`config.mk`:
```
export PLATFORM = sky130hd
export DESIGN_NAME = mdu_iterative
export DESIGN_NICKNAME = d
export VERILOG_FILES = /design/src/rtl/mdu_iterative.sv
export SDC_FILE = /design/constraint.sdc
export NUM_CORES = 1
export LEC_CHECK = 0
export ABC_AREA = 0
export BUFFER_PORTS_ARGS = -buffer_cell sky130_fd_sc_hd__buf_2
export CAP_MARGIN = 20
export CORE_MARGIN = 1.5
export CORE_UTILIZATION = 40
export CTS_BUF_LIST = sky130_fd_sc_hd__clkbuf_8
export CTS_CLUSTER_SIZE = 16
export DETAILED_ROUTE_END_ITERATION = 8
export PLACE_DENSITY = 0.6
export SLEW_MARGIN = 20
export SYNTH_ARGS = -nofsm -noshare
export SYNTH_HDL_FRONTEND = slang
export SYNTH_SLANG_ARGS = --single-unit
export TNS_END_PERCENT = 5
```
`constraint.sdc`:
```
create_clock -name CLK -period 15.3 [get_ports CLK]
set_input_delay 2.295 -clock CLK [delete_from_list [all_inputs] [get_ports CLK]]
set_output_delay 2.295 -clock CLK [all_outputs]
set_load 0.01 [all_outputs]
```
`src/rtl/mdu_iterative.sv`:
```
// mdu_iterative - RV32M multiply/divide unit; radix-2 shift-add multiply and restoring divide.
// SELECT codes: 5'b01_fff, where fff is the RV32M funct3 (MUL=0x08 .. REMU=0x0F).
module mdu_iterative #(
  parameter int XLEN = 32
) (
  input  logic            CLK,
  input  logic            RESET,
  input  logic            START,
  input  logic            FLUSH,
  input  logic [4:0]      SELECT,
  input  logic [XLEN-1:0] DATA1,
  input  logic [XLEN-1:0] DATA2,
  output logic            BUSY,
  output logic            DONE,
  output logic [XLEN-1:0] RESULT
);

  localparam int CNT_W = $clog2(XLEN);
  localparam logic [CNT_W-1:0] CNT_LAST = CNT_W'(XLEN - 1);

  typedef enum logic [1:0] {IDLE, CALC, FIN} state_t;

  state_t            state_q, state_d;
  logic [XLEN-1:0]   hi_q, hi_d, lo_q, lo_d;
  logic [XLEN-1:0]   opa_q, opa_d, opb_q, opb_d;
  logic [XLEN-1:0]   result_q, result_d;
  logic [2:0]        op_q, op_d;
  logic              s1_q, s1_d, s2_q, s2_d;
  logic [CNT_W-1:0]  cnt_q, cnt_d;
  logic              fix_q, fix_d;
  logic              busy_q, busy_d, done_q, done_d;

  logic [2:0]        f3;
  logic              is_m, is_div, sgn1, sgn2, in_s1, in_s2, div0, ovf;
  logic [XLEN-1:0]   mag1, mag2, spec_res;
  logic [XLEN:0]     mul_sum, div_shift, div_diff;
  logic              div_ge;
  logic [2*XLEN-1:0] prod_n;
  logic [XLEN-1:0]   quo_n, rem_n, fix_res;

  always_comb begin
    f3     = SELECT[2:0];
    is_m   = (SELECT[4:3] == 2'b01);
    is_div = f3[2];
    sgn1   = (f3 == 3'd0) || (f3 == 3'd1) || (f3 == 3'd2) || (f3 == 3'd4) || (f3 == 3'd6);
    sgn2   = (f3 == 3'd0) || (f3 == 3'd1) || (f3 == 3'd4) || (f3 == 3'd6);
    in_s1  = sgn1 & DATA1[XLEN-1];
    in_s2  = sgn2 & DATA2[XLEN-1];
    mag1   = in_s1 ? -DATA1 : DATA1;
    mag2   = in_s2 ? -DATA2 : DATA2;
    div0   = is_div && (DATA2 == '0);
    ovf    = ((f3 == 3'd4) || (f3 == 3'd6)) && (DATA1 == {1'b1, {(XLEN-1){1'b0}}})
             && (DATA2 == '1);
    if (div0) spec_res = f3[1] ? DATA1 : '1;
    else      spec_res = f3[1] ? '0 : DATA1;

    // Multiply: hi accumulates the multiplicand while lo shifts the multiplier out.
    mul_sum   = {1'b0, hi_q} + (lo_q[0] ? {1'b0, opa_q} : '0);
    // Divide: hi is the partial remainder, lo shifts dividend out and quotient in.
    div_shift = {hi_q, lo_q[XLEN-1]};
    div_ge    = (div_shift >= {1'b0, opb_q});
    div_diff  = div_shift - {1'b0, opb_q};

    prod_n = (s1_q ^ s2_q) ? -{hi_q, lo_q} : {hi_q, lo_q};
    quo_n  = (s1_q ^ s2_q) ? -lo_q : lo_q;
    rem_n  = s1_q ? -hi_q : hi_q;
    case (op_q)
      3'd0:             fix_res = prod_n[XLEN-1:0];
      3'd1, 3'd2, 3'd3: fix_res = prod_n[2*XLEN-1:XLEN];
      3'd4, 3'd5:       fix_res = quo_n;
      default:          fix_res = rem_n;
    endcase
  end

  always_comb begin
    state_d  = state_q;
    hi_d     = hi_q;
    lo_d     = lo_q;
    opa_d    = opa_q;
    opb_d    = opb_q;
    result_d = result_q;
    op_d     = op_q;
    s1_d     = s1_q;
    s2_d     = s2_q;
    cnt_d    = cnt_q;
    fix_d    = fix_q;
    busy_d   = 1'b0;
    done_d   = 1'b0;
    case (state_q)
      IDLE: begin
        if (START && !FLUSH && is_m) begin
          op_d  = f3;
          s1_d  = in_s1;
          s2_d  = in_s2;
          opa_d = mag1;
          opb_d = mag2;
          if (div0 || ovf) begin
            result_d = spec_res;
            state_d  = FIN;
            done_d   = 1'b1;
          end else begin
            hi_d    = '0;
            lo_d    = is_div ? mag1 : mag2;
            cnt_d   = '0;
            fix_d   = 1'b0;
            state_d = CALC;
            busy_d  = 1'b1;
          end
        end
      end
      CALC: begin
        if (FLUSH) begin
          state_d = IDLE;
        end else if (fix_q) begin
          result_d = fix_res;
          state_d  = FIN;
          done_d   = 1'b1;
        end else begin
          if (op_q[2]) begin
            hi_d = div_ge ? div_diff[XLEN-1:0] : div_shift[XLEN-1:0];
            lo_d = {lo_q[XLEN-2:0], div_ge};
          end else begin
            hi_d = mul_sum[XLEN:1];
            lo_d = {mul_sum[0], lo_q[XLEN-1:1]};
          end
          cnt_d  = cnt_q + 1'b1;
          fix_d  = (cnt_q == CNT_LAST);
          busy_d = 1'b1;
        end
      end
      default: state_d = IDLE;
    endcase
  end

  always_ff @(posedge CLK or posedge RESET) begin
    if (RESET) begin
      state_q  <= IDLE;
      hi_q     <= '0;
      lo_q     <= '0;
      opa_q    <= '0;
      opb_q    <= '0;
      result_q <= '0;
      op_q     <= '0;
      s1_q     <= 1'b0;
      s2_q     <= 1'b0;
      cnt_q    <= '0;
      fix_q    <= 1'b0;
      busy_q   <= 1'b0;
      done_q   <= 1'b0;
    end else begin
      state_q  <= state_d;
      hi_q     <= hi_d;
      lo_q     <= lo_d;
      opa_q    <= opa_d;
      opb_q    <= opb_d;
      result_q <= result_d;
      op_q     <= op_d;
      s1_q     <= s1_d;
      s2_q     <= s2_d;
      cnt_q    <= cnt_d;
      fix_q    <= fix_d;
      busy_q   <= busy_d;
      done_q   <= done_d;
    end
  end

  assign BUSY   = busy_q;
  assign DONE   = done_q;
  assign RESULT = result_q;

endmodule
```
==> impl_results.md <==
- Status: completed
- Crit share post-route: 0.384
- Worst-path clk slew: 0.11 ns
- # Post-CTS Setup Buffers: 0
- P_leak: 7.60 nW
- Netlist cell types: 81
- Setup_tns: 0 ns
- Gr busiest metal: met2
- DIE WIDTH: 204 microns
- Hold Path Class: flop to flop
- Avg WL per Cell: 25.4 microns
- Total global-route track usage: 0.318
- Arrival @ worst endpoint: 6.26 ns
- Syn Nets: 2216
- Clock root buffer master: clkbuf_8
- Met2 Use GR: 0.474
- PwrDens: 173 mW/mm^2
- Port Buffers: 106
- Fillers: 4135
- Unrepaired setup endpoints after global routing: false
- Average size of a mapped cell: 7.78 sq um
- Total wire length: 66400 microns
- Crit Reg-Reg Startpoint: lo_q[0]$_DFFE_PP0P_
- Clk_lat worst skew: 0.54 ns
- H-tree levels: 4
- Hold Path End: opa_q[13]$_DFFE_PP0P_
- Die ar.: 0.0415 sq mm
- Routing usage on met3: 0.0749
- Gate count of the mapped netlist: 2070
- GR Util met1: 0.446
- Clock Skew: 0.0209 ns
- Vias: 16324
- Min Tclk post-route: 5.87 ns
- Clk buf depth: 2
- Hold_buf cts: 0
- Pin count of the biggest net entering global routing: 105
- # resized after CTS: 0
- Critical-path top delay cell: nor2_8
- Slew HR: 0.290
- FMAX: 0.170 GHz
- Site row count: 73
- Critical path class: input pin to flop
- First-pass GRT wire length: 97600 microns
- Post-synthesis sequential area ratio: 0.272
- Routed Antenna Nets: 0
- Yosys top cell by area: dfrtp_1
- CTS tree: done
- DPL Wire Length: 51400 microns
- Sequential cell area: 0.00438 sq mm
- Initial Util: 0.405
- Number of flops mapped to enable cells by yosys: 0
- CP peak stage delay: 0.65 ns
- Synth Register Bits: 175
- Hold Violations, Final: 0
- Top cell type's share of synthesized area: 0.272
- YS warnings: 0
- Synth area leaders: dfrtp_1 27%, o21ai_0 7.2%, a21oi_1 5.8%, ha_1 5.5%, xor2_1 5.4%
- Footprint of the multi-input gates: 0.0109 sq mm
- Post-route DRC: 0
- Nets: 2218
- Initial drt markers: 1861
- Final setup vio count: 0
- Initial antenna violation count: 4
- Floorplan Core Area: 0.0397 sq mm
- Total gr overflow: 0
- CP Capture Type: flop
- Final Wtd Congestion: 1.03
- Reg2Reg Depth: 14
- Die span in y: 204 microns
- WHS Path Cells: 2
- 1st-pass router iterations: 8
- Worst endpoint required time: 15.69 ns
- Max cap viols: 0
- Sinks on Clock Net: 175
- Area grow syn2layout: 7.71%
- Worst VDD drop: 0.0880 mV
- RR Endpoint: hi_q[31]$_DFFE_PP0P_
- Worst Max-Slew Pin Slew: 1.06 ns
- Layout cell share with drive strength beyond 1: 0.101
- TritonCTS Buffers: 17
- Avg Vias per Cell: 6.25
- Ys async rst share: 1.00
- Final core occ: 0.437
- Worst setup SP type: input pin
- Slew Viols, Final: 0
- Post-Syn Area: 0.0161 sq mm
- Vias in the first global route: 14846
- Reg2Reg Setup Slack: 11.06 ns
- Top Ports: 107
- Dominant synthesized flop cell: dfrtp_1
- Critical path cell sequence: buf_2 -> inv_1 -> ha_1 -> or4b_1 -> nand3b_4 -> or4_1 -> and4b_1 -> nand2b_1 -> nor2_2 -> nor2_8 -> inv_2 -> o211ai_1 -> o21ai_0
- Crit Path Max Fanout: 51
- Worst Min Path Start: opa_q[13]$_DFFE_PP0P_
[critical path: cells and delay by family]
kind            cells  cell delay [ns]
compound gates      2             0.33
fa+ha+maj           1             0.19
buf+inv             3             0.74
simple gates        7             2.68
[registers in the layout, indices dropped and copies added (netlist names), 2 cells and up]
signal and cells:
hi_q 32, opa_q 32, opb_q 32, op_q 3, lo_q 32, cnt_q 5, RESULT 32, state_q 2
[kinds of logic after synthesis]
group / synth area share
multiplexers: 0.0465
flip-flops: 0.272
AO/OA/AOI/OAI: 0.254
AND/OR/NAND/NOR: 0.197
adder cells (fa/ha/maj): 0.0707
buffers and inverters: 0.0561
XOR/XNOR: 0.103
[cells in the final DEF, fill, tap and decap left out, drive strengths merged, types with 19 or more instances in the layout]
master and count:
a21o 28, a21oi 186, a22oi 22, a31oi 24, and2 40, buf 135
clkbuf 19, dfrtp 175, ha 71, inv 75, maj3 21, mux2i 67
nand2 204, nand2b 21, nand3 28, nand4 26, nor2 155, nor3 56
o21ai 234, o31ai 23, or3 24, or4 22, xnor2 90, xor2 100
[report_power, final]
part	internal, W	switching [W]	leakage, nW
Combinational	0.000695	0.00117	5.16
Clock	0.000131	0.000218	0.206
Sequential	0.000565	0.000220	2.24
Total	0.00139	0.00160	7.60
[metal layers]
metal,vias to the layer above,share of wire
li1,7471,-
met1,7932,0.44
met2,797,0.43
met3,116,0.093
met4,8,0.035
met5,-,0.00090
[synth_stat cells (5+ instances only)]
cell type / n
o21ai_0: 231
buf_6: 5
o211ai_1: 13
and3_1: 13
or2_2: 7
mux2i_1: 67
nand4_1: 26
o22ai_1: 17
o221ai_1: 17
clkbuf_1: 118
nand3_1: 28
nand2b_1: 21
dfrtp_1: 175
a21o_1: 28
inv_1: 67
maj3_1: 21
a221o_1: 6
ha_1: 71
or4_1: 17
o41ai_1: 10
or4_4: 5
xnor2_1: 90
mux2_2: 7
a211o_1: 8
or3_1: 24
nor2b_1: 15
nand4b_1: 5
a222oi_1: 6
buf_1: 8
nor4_1: 14
a211oi_1: 10
buf_2: 19
a31oi_1: 24
nand2_1: 204
nor3_1: 54
a22oi_1: 22
nor2_1: 153
a21oi_1: 186
xor2_1: 100
and2_1: 40
o21a_1: 17
o31ai_1: 22
a41oi_1: 7
[how the worst max path moves through the flow]
stage	from	endpoint	slack, ns	cells past startpoint
2_1_floorplan	RESET	BUSY$_DFF_PP0_	8.26	1
3_3_place_gp	DATA1[1]	lo_q[17]$_DFFE_PP0P_	9.03	12
3_5_place_dp	DATA1[1]	lo_q[14]$_DFFE_PP0P_	8.89	13
4_1_cts	DATA1[1]	lo_q[14]$_DFFE_PP0P_	9.48	13
5_1_grt	DATA1[0]	lo_q[11]$_DFFE_PP0P_	9.17	14
6_report	DATA1[1]	lo_q[14]$_DFFE_PP0P_	9.43	13
[cell type report]
class / count / area share
inverters: 71 / 0.0158
diodes: 1 / 0.000144
clock buffers: 19 / 0.0151
clock inverters: 13 / 0.00829
well taps: 525 / 0.0379
multi-input cells: 1672 / 0.627
flip-flops and latches: 175 / 0.253
repair buffers: 135 / 0.0431
[per-stage QoR]
stage               std cells  total power [W]  cell area (sq um)  hold WS [ns]  setup WS, ns
global placement         2578          0.00258              16900         0.456          9.03
CTS                      2610          0.00295              17300         0.486          9.48
finish                   2611          0.00300              17300         0.484          9.43
floorplan                2070          0.00203              16100         0.442          8.26
detailed placement       2578          0.00259              16900         0.462          8.89
global route             2610          0.00318              17300         0.508          9.17
No activity file was read; power rests on OpenSTA's default activity.
